File: src/rtl/mem_req_ctrl.sv
// ---------------------------------------------------------------------------
// mem_req_ctrl
//
// Request front-end for the single-port synchronous `mem` block. Commands
// (read or write) arrive over a valid/ready port and are buffered in a small
// in-order FIFO. A four-state sequencer pops one command at a time and drives
// mem's rd/wr/addr/wdata strobes. Read data from mem is returned over a
// valid/ready response port that supports backpressure.
//
// Ports:
//   clk        in   single clock, rising-edge
//   rst        in   asynchronous active-high reset
//   req_valid  in   command present
//   req_ready  out  FIFO can accept (not full, not in reset)
//   req_wr     in   1 = write, 0 = read
//   req_addr   in   command address
//   req_wdata  in   write data (ignored for reads)
//   rsp_valid  out  read data available
//   rsp_ready  in   consumer takes the response
//   rsp_rdata  out  read data, stable while rsp_valid is high
//   mem_rd     out  read strobe to mem (one-cycle pulse)
//   mem_wr     out  write strobe to mem (one-cycle pulse)
//   mem_addr   out  address to mem
//   mem_wdata  out  write data to mem
//   mem_rdata  in   read data from mem, valid the cycle after mem_rd is sampled
//   cmd_count  out  current FIFO occupancy
// ---------------------------------------------------------------------------
module mem_req_ctrl #(
    parameter int DATA_WIDTH = 32,
    parameter int ADDR_WIDTH = 8,
    parameter int CMD_DEPTH  = 4
) (
    input  logic                          clk,
    input  logic                          rst,
    input  logic                          req_valid,
    output logic                          req_ready,
    input  logic                          req_wr,
    input  logic [ADDR_WIDTH-1:0]         req_addr,
    input  logic [DATA_WIDTH-1:0]         req_wdata,
    output logic                          rsp_valid,
    input  logic                          rsp_ready,
    output logic [DATA_WIDTH-1:0]         rsp_rdata,
    output logic                          mem_rd,
    output logic                          mem_wr,
    output logic [ADDR_WIDTH-1:0]         mem_addr,
    output logic [DATA_WIDTH-1:0]         mem_wdata,
    input  logic [DATA_WIDTH-1:0]         mem_rdata,
    output logic [$clog2(CMD_DEPTH):0]    cmd_count
);

    localparam int PTR_W = $clog2(CMD_DEPTH);
    localparam int CNT_W = PTR_W + 1;

    typedef enum logic [1:0] {
        ST_IDLE,
        ST_ACCESS,
        ST_CAPTURE,
        ST_RESP
    } state_t;

    state_t state;
    state_t state_nxt;

    // Command FIFO storage
    logic [CMD_DEPTH-1:0]  fifo_wr;
    logic [ADDR_WIDTH-1:0] fifo_addr  [CMD_DEPTH];
    logic [DATA_WIDTH-1:0] fifo_wdata [CMD_DEPTH];

    logic [PTR_W-1:0] wr_ptr;
    logic [PTR_W-1:0] rd_ptr;
    logic [CNT_W-1:0] count;

    logic fifo_full;
    logic fifo_empty;
    logic push;
    logic pop;

    // Next values of the registered outputs
    logic                  mem_rd_nxt;
    logic                  mem_wr_nxt;
    logic [ADDR_WIDTH-1:0] mem_addr_nxt;
    logic [DATA_WIDTH-1:0] mem_wdata_nxt;
    logic                  rsp_valid_nxt;
    logic [DATA_WIDTH-1:0] rsp_rdata_nxt;

    assign fifo_full  = (count == CNT_W'(CMD_DEPTH));
    assign fifo_empty = (count == '0);

    // Ready comes from the registered count only, so a pop in the same edge
    // never frees a slot for a simultaneous push.
    assign req_ready = ~rst & ~fifo_full;
    assign push      = req_valid & req_ready;

    // The FSM only sees the registered count, so a command pushed into an
    // empty FIFO is popped at the following edge at the earliest.
    assign pop       = (state == ST_IDLE) & ~fifo_empty;

    assign cmd_count = count;

    // FIFO payload storage; needs no reset because occupancy is tracked by
    // count and the pointers.
    always_ff @(posedge clk) begin
        if (push) begin
            fifo_wr[wr_ptr]    <= req_wr;
            fifo_addr[wr_ptr]  <= req_addr;
            fifo_wdata[wr_ptr] <= req_wdata;
        end
    end

    // FIFO pointers and occupancy
    always_ff @(posedge clk or posedge rst) begin
        if (rst) begin
            wr_ptr <= '0;
            rd_ptr <= '0;
            count  <= '0;
        end else begin
            if (push) begin
                wr_ptr <= wr_ptr + PTR_W'(1);
            end
            if (pop) begin
                rd_ptr <= rd_ptr + PTR_W'(1);
            end
            case ({push, pop})
                2'b10:   count <= count + CNT_W'(1);
                2'b01:   count <= count - CNT_W'(1);
                default: count <= count;
            endcase
        end
    end

    // State register and registered outputs
    always_ff @(posedge clk or posedge rst) begin
        if (rst) begin
            state     <= ST_IDLE;
            mem_rd    <= 1'b0;
            mem_wr    <= 1'b0;
            mem_addr  <= '0;
            mem_wdata <= '0;
            rsp_valid <= 1'b0;
            rsp_rdata <= '0;
        end else begin
            state     <= state_nxt;
            mem_rd    <= mem_rd_nxt;
            mem_wr    <= mem_wr_nxt;
            mem_addr  <= mem_addr_nxt;
            mem_wdata <= mem_wdata_nxt;
            rsp_valid <= rsp_valid_nxt;
            rsp_rdata <= rsp_rdata_nxt;
        end
    end

    // Next-state and output logic. Strobes default low so they are exactly
    // one cycle wide; address/data default to holding their last value.
    always_comb begin
        state_nxt     = state;
        mem_rd_nxt    = 1'b0;
        mem_wr_nxt    = 1'b0;
        mem_addr_nxt  = mem_addr;
        mem_wdata_nxt = mem_wdata;
        rsp_valid_nxt = rsp_valid;
        rsp_rdata_nxt = rsp_rdata;

        case (state)
            ST_IDLE: begin
                if (pop) begin
                    mem_addr_nxt  = fifo_addr[rd_ptr];
                    mem_wdata_nxt = fifo_wdata[rd_ptr];
                    mem_wr_nxt    = fifo_wr[rd_ptr];
                    mem_rd_nxt    = ~fifo_wr[rd_ptr];
                    state_nxt     = ST_ACCESS;
                end
            end

            ST_ACCESS: begin
                // mem samples the strobe at the closing edge of this cycle;
                // reads then wait one cycle for mem_rdata to become valid.
                state_nxt = mem_rd ? ST_CAPTURE : ST_IDLE;
            end

            ST_CAPTURE: begin
                rsp_rdata_nxt = mem_rdata;
                rsp_valid_nxt = 1'b1;
                state_nxt     = ST_RESP;
            end

            ST_RESP: begin
                if (rsp_ready) begin
                    rsp_valid_nxt = 1'b0;
                    state_nxt     = ST_IDLE;
                end
            end

            default: begin
                state_nxt = ST_IDLE;
            end
        endcase
    end

endmodule
File: config.mk
export PLATFORM = sky130hd
export DESIGN_NAME = mem_req_ctrl
export DESIGN_NICKNAME = d
export VERILOG_FILES = /design/src/rtl/mem_req_ctrl.sv
export SDC_FILE = /design/constraint.sdc
export NUM_CORES = 1
export LEC_CHECK = 0
export ABC_AREA = 1
export BUFFER_PORTS_ARGS = -buffer_cell sky130_fd_sc_hd__buf_2
export CORE_ASPECT_RATIO = 1.75
export CORE_MARGIN = 3
export CORE_UTILIZATION = 50
export DETAILED_ROUTE_END_ITERATION = 10
export MAX_ROUTING_LAYER = met4
export PLACE_DENSITY_LB_ADDON = 0.1
export SETUP_SLACK_MARGIN = 0.02
export SKIP_LAST_GASP = 1
export SYNTH_ARGS = -nofsm -noshare
export SYNTH_HDL_FRONTEND = slang
export SYNTH_SLANG_ARGS = --single-unit
File: constraint.sdc
create_clock -name clk -period 3.6 [get_ports clk]
set_input_delay 0.72 -clock clk [delete_from_list [all_inputs] [get_ports clk]]
set_output_delay 0.72 -clock clk [all_outputs]
set_load 0.01 [all_outputs]
Yosys cells after proc, flatten, opt, wreduce, memory -nomap -nowiden
Memory sizes are Yosys's and may differ from the RTL's. A register that Yosys moved wholly into a read port is not among the register bits.
Index checks and enable logic that the tools add are counted.
{"block": "classes", "addsub": 4, "magnitude_cmp": 3, "eq_ne": 8, "n_mux": 18, "bitwise_logic": 7, "reduce_logical": 8}
{"cell": "$mux W1", "count": 9}
{"cell": "$pmux W2 S4", "count": 1}
{"cell": "$eq A2 B2 Y1 const B", "count": 3}
{"cell": "$lt A2 B3 Y1 const B", "count": 2}
{"cell": "$mux W2", "count": 3}
{"cell": "$pmux W3 S2", "count": 1}
{"cell": "$reduce_and A2 Y1", "count": 3}
{"cell": "$add A2 B1 Y2 const B", "count": 2}
{"cell": "$bwmux W4", "count": 1}
{"cell": "$eq A2 B1 Y1 const B", "count": 2}
{"cell": "$ne A2 B2 Y1 const B", "count": 2}
{"cell": "$not A1 Y1", "count": 4}
{"cell": "$reduce_bool A2 Y1", "count": 2}
{"cell": "$add A3 B1 Y3 const B", "count": 1}
{"cell": "$and A1 B1 Y1", "count": 3}
{"cell": "$eq A3 B3 Y1 const B", "count": 1}
{"cell": "$logic_not A3 Y1", "count": 1}
{"cell": "$sub A3 B1 Y3 const B", "count": 1}
{"cell": "$bmux W1 S2", "count": 1}
{"cell": "$demux W1 S2", "count": 1}
{"cell": "$ge A2 B1 Y1 const B", "count": 1}
{"cell": "$logic_not A2 Y1", "count": 1}
{"cell": "$pmux W1 S2", "count": 1}
{"cell": "$logic_and A1 B1 Y1", "count": 1}
{"block": "word_totals", "ff_bits": 48, "ramBits": 160, "inputBits": 77, "out_inout_bits": 79, "elab_cells": 59, "mem_count": 2}
{"name": "fifo_wdata", "depth": 4, "word_bits": 32, "rd": 1, "rd_clocked_by_memory_dff": 1, "wr": 1, "line_no": "67", "source": "logic [DATA_WIDTH-1:0] fifo_wdata [CMD_DEPTH];"}
{"name": "fifo_addr", "depth": 4, "word_bits": 8, "rd": 1, "rd_clocked_by_memory_dff": 1, "wr": 1, "line_no": "66", "source": "logic [ADDR_WIDTH-1:0] fifo_addr [CMD_DEPTH];"}

Logic depth before layout (Yosys ltp)
{"block": "depth", "depth_word": 6, "mapped_depth": 12, "depth_no_buf": 11}

Least setup slack after synthesis
No wires, ideal clock.
{"block": "synth_path", "path_kind": "input-to-reg", "startpoint": "input port rst", "endpoint": "memory fifo_addr[0][0] (enable)", "setup_time_ps": 439, "t_arrival_ps": 4890, "required_ps": 3161, "slack_ps": -1729, "cell_stages": 3, "path_buffers": 0, "path_cell_list": "inv_1 -> nand3_1 -> nor2_1"}
{"block": "synth_between", "elab_chain_cells": 5}
{"element": "start, declared", "line_no": "34", "source": "input logic rst,"}
{"element": "$not A1 Y1", "line_no": "91", "source": "assign req_ready = ~rst & ~fifo_full;"}
{"element": "$and A1 B1 Y1", "line_no": "91"}
{"element": "$and A1 B1 Y1", "line_no": "92", "source": "assign push = req_valid & req_ready;"}
{"element": "$mux W1", "line_no": "103", "source": "if (push) begin"}
{"element": "$mux W1 (implied by the code)", "line_no": "105", "source": "fifo_addr[wr_ptr] <= req_addr;"}
{"element": "end, declared", "line_no": "66"}
Every way passes these cells.

Final worst setup path
{"block": "layout_path", "startpoint": "register count[1] (netlist: cmd_count[1])", "endpoint": "register count[2] (netlist: cmd_count[2])"}
{"block": "layout_between", "elab_chain_cells": 6, "elab_cells_between_ends": 13, "cone_classes": "add/sub (2); eq/ne (3); mux (1); bitwise (5); reduce/logical (2)"}
{"element": "start, declared", "line_no": "71", "source": "logic [CNT_W-1:0] count;"}
{"element": "start signal, assigned", "line_no": "124", "source": "2'b10: count <= count + CNT_W'(1);"}
{"element": "start signal, assigned", "line_no": "125", "source": "2'b01: count <= count - CNT_W'(1);"}
{"element": "start signal, assigned", "line_no": "126", "source": "default: count <= count;"}
{"element": "$eq A3 B3 Y1", "line_no": "86", "source": "assign fifo_full = (count == CNT_W'(CMD_DEPTH));"}
{"element": "$not A1 Y1", "line_no": "91"}
{"element": "$and A1 B1 Y1", "line_no": "91"}
{"element": "$and A1 B1 Y1", "line_no": "92"}
{"element": "$eq A2 B1 Y1 or $eq A2 B2 Y1 (tied branches)", "line_no": "123", "source": "case ({push, pop})"}
{"element": "$pmux W3 S2 or $reduce_bool A2 Y1 (tied branches)"}
Parallel ways exist; a longest one is shown, timed or not.
A chain may end at the register's enable or synchronous reset.

==> flow_metrics.tcl <==
set metrics [dict create \
    cp_slowest_cell "dfrtp_1" \
    powerDensity_nw_per_um2 816 \
    setup_viol 0 \
    grt_first_pass_wirelength_um 33900 \
    grt.total_usage 0.196 \
    postCtsSetupRepairBufs 0 \
    hold_violations 0 \
    outcome "complete, no violations" \
    hold_ws_ps 344 \
    crit_path_max_fanout 7 \
    syn_to_final_growth_pct 17.3 \
    routed_wirelength_um 21000 \
    slew_headroom 0.279 \
    max_stage_delay_ps 410 \
    fin_worst_skew_ps 8.65 \
    cts_root_buf "clkbuf_16" \
    cts_tree "done" \
    timing.fmax_ghz 0.490 \
    dieArea_um2 22300 \
    fin_cells 1434 \
    cts.sinks 248 \
    drc_errors 0 \
    final_nets 1253 \
    ff2ff_setup_slack_ps 1560 \
    finalCritPeriodShare 0.567 \
    initial_utilization 0.515 \
    cp-end-kind "flip-flop" \
    drtAntennaViolNets 0 \
    rr_endpoint "cmd_count[2]" \
    h-tree-depth 1 \
    coreArea_um2 19900 \
    worstPathRequired_ps 3990 \
    clk_path_buf_depth 3 \
    synth_seq_cells 248 \
    drive_above_1_share 0.184 \
    grt-ovfl-total 0 \
    tightestPinTransition_ps 1080 \
    cts-buffers-inserted 22 \
    avgSynthCellArea_um2 10.0 \
    place_hpwl_um 12300 \
    cts_hold_buf 0 \
    final_area_um2 12000 \
    total_leakage_power_uw 0.00599 \
    chipHeight_um 195 \
    clk_latency_ps 500 \
    timing.setup.tns_ps 0 \
    ys_seq_area_frac 0.686 \
    drv_cap 0 \
    cp-start-kind "flip-flop" \
    cpLargestDelayFamily "adder cells" \
    r2r_cells 9 \
    ctsResizeCount 0 \
    clk_pin_slew_ps 60 \
    ir_worst_vdd_mv 0.790 \
    slew_viol_final 0 \
    firstDrtPassIters 4 \
    antenna_found_initial 2 \
    grt_max_degree 85 \
    path_buf_inv 2 \
    final_common_cell "nand2_1" \
    yosys_warnings 0 \
    fin_crit_ps 2040 \
    timing.rr.start "cmd_count[1]" \
    placed_cell_area_um2 11300 \
    grt_pass1_vias 6825 \
    holdCritPathClass "input pin to async pin" \
    path_cells "inv_1, nand3_1, nand3_2, ha_1, inv_1, fa_1, nand2_1, nand3_1, xor2_1" \
    critPathKind "flip-flop to flip-flop" \
    rows 68 \
    io_buffer_count 155 \
    wl_per_cell_um 14.7 \
    rsz0062_at_grt "false" \
    drt_iter0_markers 380 \
    vias_per_cell 4.76 \
    layout_common_cells "nand2_1, inv_1, edfxtp_1" \
    synth.distinct_cells 22 \
    place_inst 1391 \
    cp.arrival_ps 2430 \
    syn_nets 1105 \
    die_w_um 114 \
    pin_count 156 \
    synth_area_um2 10200 \
    gp_congestion 0.749 \
    syn_inst 1022 \
    via_count 6833 \
]
## worst reg2reg max path: cells and delay by family (launching register included)
family / cells / cell delay, ps
flip-flops: 1 / 410
XOR/XNOR: 1 / 140
AND/OR/NAND/NOR: 4 / 570
adder cells (fa/ha/maj): 2 / 600
buffers and inverters: 2 / 210
## metrics by stage
| stage | utilization | total power [uW] | setup WS (ps) |
|---|---|---|---|
| global placement | 0.565 | 7470 | 1320 |
| finish | 0.604 | 9810 | 1560 |
| CTS | 0.603 | 9960 | 1540 |
| floorplan | - | 6400 | 100 |
| detailed placement | 0.565 | 7520 | 1310 |
| global route | 0.604 | 10600 | 1390 |
## Yosys cell counts
| master | n | area share |
|---|---|---|
| nand4_1 | 2 | 0.0012 |
| inv_1 | 175 | 0.064 |
| ha_1 | 5 | 0.0061 |
| buf_4 | 6 | 0.0044 |
| xor2_1 | 2 | 0.0017 |
| nor2_4 | 1 | 0.0011 |
| buf_2 | 26 | 0.013 |
| a21oi_1 | 1 | 0.00049 |
| dfrtp_1 | 84 | 0.21 |
| nand3_2 | 1 | 0.00098 |
| o21ai_0 | 2 | 0.00098 |
| clkbuf_1 | 9 | 0.0033 |
| buf_6 | 1 | 0.0011 |
| nand3_1 | 119 | 0.058 |
| nor2_1 | 5 | 0.0018 |
| edfxtp_1 | 164 | 0.48 |
| xnor2_1 | 1 | 0.00086 |
| fa_1 | 1 | 0.0020 |
| nand2_1 | 410 | 0.15 |
| buf_1 | 3 | 0.0011 |
| a31oi_1 | 1 | 0.00061 |
| inv_2 | 3 | 0.0011 |
## where the power goes
part           switching [uW]  leakage (uW)  internal, uW
Combinational            2280       0.00310          1100
Clock                     987      0.000372          1420
Sequential                287       0.00252          3730
Total                    3550       0.00599          6250
## routing by layer
layer  track usage  vias up  part of all wire
met5             -        -                 0
met4        0.0511        0             0.018
met3        0.0267       28             0.048
met2         0.361      159              0.54
met1         0.219     3170              0.40
li1              -     3476                 -
## flip-flops by register name, summed over array words and instances, names as in the netlist, named ones only
| register | flops |
|---|---|
| mem_rd | 1 |
| mem_wr | 1 |
| mem_addr | 8 |
| fifo_wr | 4 |
| fifo_wdata | 128 |
| state | 1 |
| cmd_count | 3 |
| rsp_valid | 1 |
| rsp_rdata | 32 |
| rd_ptr | 2 |
| fifo_addr | 32 |
| mem_wdata | 32 |
| wr_ptr | 2 |
## worst max path at each step
stage	startpoint	end	slack, ps	depth (start not counted)
floorplan	rst	fifo_addr[0][0]	100	3
detailed placement	rst	fifo_wdata[3][4]	1310	5
global route	cmd_count[1]	cmd_count[2]	1390	10
global placement	rst	fifo_wdata[1][29]	1320	5
finish	cmd_count[1]	cmd_count[2]	1560	9
CTS	cmd_count[1]	req_ready	1540	3
## cell type report
type | instances | area, um^2
sequential | 248 | 7030
multi-input combinational | 551 | 2350
inverter | 178 | 672
fill | 1688 | 7890
tap | 245 | 307
clock inverter | 9 | 100
clock buffer | 31 | 657
timing repair buffer | 169 | 893
antenna | 3 | 7.51
## logic make-up (layout without fill, tap and decap cells)
logic type      after synthesis  after routing  synth area share
compound gates                4              4           0.00208
xor+xnor                      3              3           0.00257
fa+ha+maj                     6              6           0.00806
buf+inv                     223            387            0.0878
flops                       248            248             0.686
other cells                   0              3                 0
simple gates                538            538             0.214
Note: power is estimated with default switching activity, not from simulation.
